===== src/rtl/control_logic.sv =====
// Sequential core of an 8x8 Game of Life engine: loads a seed, then steps one generation per clock.
// Define LIFE_TORUS_WRAP_EN to make the board a torus; otherwise cells beyond the edges are dead.
module control_logic (
   input  logic        clk,
   input  logic        reset,
   input  logic [63:0] seed,
   input  logic        switch,
   output logic [63:0] current_iteration
);

   typedef enum logic {LOAD, RUN} state_t;

   state_t      state, state_next;
   logic [63:0] board, board_d, next_board;

   // Returns the live bit of cell (r, c); out-of-range coordinates follow the edge policy.
   function automatic logic cell_at(input logic [63:0] b, input int r, input int c);
      int rr, cc;
`ifdef LIFE_TORUS_WRAP_EN
      rr = r & 7;
      cc = c & 7;
      return b[6'(8 * rr + cc)];
`else
      rr = r;
      cc = c;
      if (rr < 0 || rr > 7 || cc < 0 || cc > 7) return 1'b0;
      return b[6'(8 * rr + cc)];
`endif
   endfunction

   always_comb begin
      logic [3:0] n;
      logic       alive;
      next_board = '0;
      n          = '0;
      alive      = 1'b0;
      for (int r = 0; r < 8; r++) begin
         for (int c = 0; c < 8; c++) begin
            n = '0;
            for (int dr = -1; dr <= 1; dr++) begin
               for (int dc = -1; dc <= 1; dc++) begin
                  if (!(dr == 0 && dc == 0)) n = n + {3'b000, cell_at(board, r + dr, c + dc)};
               end
            end
            alive = board[6'(8 * r + c)];
            next_board[6'(8 * r + c)] = (n == 4'd3) || (alive && n == 4'd2);
         end
      end
   end

   always_comb begin
      state_next = state;
      board_d    = board;
      case (state)
         LOAD: begin
            board_d    = seed;
            state_next = RUN;
         end
         RUN: begin
            // Anything other than a clean 1 on switch holds the board.
            if (switch == 1'b1) board_d = next_board;
         end
         default: state_next = LOAD;
      endcase
   end

   always_ff @(posedge clk or posedge reset) begin
      if (reset) begin
         state <= LOAD;
         board <= '0;
      end else begin
         state <= state_next;
         board <= board_d;
      end
   end

   assign current_iteration = board;

endmodule


===== config.mk =====
export PLATFORM = sky130hd
export DESIGN_NAME = control_logic
export DESIGN_NICKNAME = d
export VERILOG_FILES = /design/src/rtl/control_logic.sv
export SDC_FILE = /design/constraint.sdc
export NUM_CORES = 1
export LEC_CHECK = 0
export CORE_MARGIN = 2
export CORE_UTILIZATION = 51
export CTS_CLUSTER_SIZE = 40
export DETAILED_ROUTE_END_ITERATION = 16
export PLACE_DENSITY = 0.9
export SYNTH_ARGS = -nofsm -noshare
export SYNTH_HDL_FRONTEND = slang
export SYNTH_SLANG_ARGS = --single-unit

===== constraint.sdc =====
create_clock -name clk -period 4.6 [get_ports clk]
set_clock_uncertainty 0.1 [all_clocks]
set_input_delay 0.92 -clock clk [delete_from_list [all_inputs] [get_ports clk]]
set_output_delay 0.92 -clock clk [all_outputs]
set_load 0.03 [all_outputs]

==> qor.yml <==
start_util_pct: 52.9
grt.met2_usage_pct: 46.3
cp_max_fo: 8
global_route.usage.met3_pct: 3.51
portBuffers: 130
holdWs_ns: 0.398
cts_resized: 0
critPathCaptureType: "flip-flop"
postCtsHoldBufs: 0
relSlewSlack_pct: 31.1
avgSynthCellArea_um2: 10.3
coreArea_mm2: 0.0104
fmax_mhz: 272
synth_ff_type: "dfrtp_1"
cts_buffers: 9
nets: 838
fin_util_pct: 68.0
ir_worst_vdd_mv: 0.506
vias: 4354
overflow: 0
run_status: "complete, no violations"
n_antenna_cell: 0
grt_max_degree: 58
first_global_vias: 4724
ys_types: 31
cts_sinks: 65
finalWirelength_um: 14000
path_clk_slew_ns: 0.08
regToRegStartpoint: "current_iteration[10]$_DFFE_PP0P_"
antenna_left: 0
ctsLongestPathBuffers: 2
synth_largest_area_cell: "dfrtp_1"
worstMarginPinSlew_ns: 1.03
drt_iter0_drc: 217
maxCapViolations: 0
synth_mux_area_share_pct: 0.182
cts_max_level: 3
regToRegSetupSlack_ns: 0.92
yosysWarnings: 0
fin_crit_ns: 3.68
critical_path_class: "reg2reg"
synthAdderAreaFrac_pct: 36.0
yosys_register_bits: 65
die_area_mm2: 0.0116
antenna_found_initial: 0
syn_nets: 715
gp_congestion: 0.863
nFillCells: 787
synthTopCellsByArea: "dfrtp_1 (30%), fa_1 (26%), ha_1 (10%)"
hold_viol: 0
avgRoutedWirePerCell_um: 17.6
synth.cell_area_mm2: 0.00549
yosysTopAreaCellShare_pct: 29.6
final_max_slew_viol_count: 0
synth_cells: 532
cts_setup_buffers: 0
power.total_uw: 6110
post-dp-hpwl_um: 10700
first_pass_iters: 4
place_ws_ns: 0.924
arrival_ns: 3.80
internal-power_uw: 3020
power.density_mw_per_mm2: 867
rsz0062_at_grt: "false"
synth-xor-area-share_pct: 0
share_seq_of_total_power_pct: 15.1
io_pins: 131
p_clk_share_pct: 8.7
cp-start-kind: "flip-flop"
async_flop_share_pct: 100
post_drt_via_cell_ratio: 5.47
seq_area_frac_synth_pct: 29.6
hold_start: "current_iteration[59]$_DFFE_PP0P_"
multi_input_area_mm2: 0.00333
swShare_pct: 50.6
synth-edff-count: 0
grt_use_total_pct: 25.4
final-seq-area_mm2: 0.00163
tns_ns: 0
synth_top_family_by_area: "adder cells"
min_to: "current_iteration[59]$_DFFE_PP0P_"
globalRouteMet1Util_pct: 30.3
root_buffer: "clkbuf_8"
rr_worst_depth: 10
leakagePower_uw: 0.00334
hold_class: "reg2reg"
syn2layout_area_growth_pct: 28.5
synth-simple-area-share_pct: 7.41
grt_pass1_wl_um: 22800
timing.rr.end: "current_iteration[19]$_DFFE_PP0P_"
die_h_um: 108
cts_tree: "yes"
num_rows: 37
combPwrFrac_pct: 76.2
setup_viol: 0
post-route-period-util_pct: 80.0
hold_depth: 1
top_usage_layer: "met2"
p_sw_uw: 3090
drcViolationCount: 0
setup_slack_ns: 0.919
final_common_cell: "clkdlybuf4s50_1"
drive_above_1_share_pct: 4.24
cp.required_ns: 4.72
synth-compound-area-share_pct: 17.0
clk_latency_ns: 0.35
most-common-layout-cells: "clkdlybuf4s50_1 (129), inv_1 (102), fa_1 (70)"
fp.dieW_um: 108
[per-stage QoR]
stage | instances | area (um^2)
6_report | 796 | 7050
5_1_grt | 796 | 7050
4_1_cts | 796 | 7050
3_5_place_dp | 780 | 6840
3_3_place_gp | 780 | 6840
2_1_floorplan | 532 | 5490
[logic make-up after synthesis]
logic type | after synthesis
other | 1
multiplexers | 1
adder cells (fa/ha/maj) | 116
buffers and inverters | 126
flip-flops | 65
AO/OA/AOI/OAI | 132
AND/OR/NAND/NOR | 91
[Yosys cell counts, types with 10 or more instances]
cell and n:
inv_1 103, fa_1 70, dfrtp_1 65, ha_1 46, nand2_1 39, a21oi_1 38, nor2_1 27, o2bb2ai_1 26
buf_2 13, nand2b_1 12, o21ai_1 12, a211oi_1 11, a21o_1 10, a2bb2oi_1 10, and2_1 10, o211ai_1 10
[worst max-delay path: stages, from the launching register on]
cell     delay [ns]
dfrtp_1        0.61
inv_1          0.24
fa_1           0.63
fa_1           0.46
fa_1           0.50
inv_1          0.05
ha_1           0.21
fa_1           0.38
and2_1         0.17
a21oi_1        0.15
o21ai_1        0.07
[cell type report]
cell class,count,share of cell area (%)
sequential,65,23.1
clock buffer,9,1.76
inverter,104,5.54
tap,136,2.41
timing repair buffer,134,18.8
multi-input combinational,341,47.2
clock inverter,7,1.15
[routing by layer]
metal | vias to the layer above | share of wire (%)
met1 | 2206 | 38
met3 | 38 | 3.7
met5 | - | 0
li1 | 1982 | -
met2 | 128 | 55
met4 | 0 | 2.9
[registers in the layout, indices dropped and copies added, names as in the netlist]
register	count
current_iteration	64
state	1
[how the worst max path moves through the flow]
stage	depth (start not counted)	from	endpoint	slack, ns
finish	10	current_iteration[10]$_DFFE_PP0P_	current_iteration[19]$_DFFE_PP0P_	0.92
global route	10	current_iteration[10]$_DFFE_PP0P_	current_iteration[19]$_DFFE_PP0P_	0.75
CTS	10	current_iteration[10]$_DFFE_PP0P_	current_iteration[19]$_DFFE_PP0P_	0.90
detailed placement	10	current_iteration[10]$_DFFE_PP0P_	current_iteration[19]$_DFFE_PP0P_	0.92
global placement	10	current_iteration[10]$_DFFE_PP0P_	current_iteration[19]$_DFFE_PP0P_	1.11
floorplan	10	current_iteration[10]$_DFFE_PP0P_	current_iteration[19]$_DFFE_PP0P_	1.03
[power by group through the flow]
stage | sequential (uW) | clock, uW | combinational, uW
global placement | 921 | 0 | 4190
finish | 923 | 531 | 4650
floorplan | 1110 | 0 | 3130
detailed placement | 932 | 0 | 4650
CTS | 924 | 538 | 4710
global route | 950 | 560 | 5350
(Power assumes the default switching activity.)
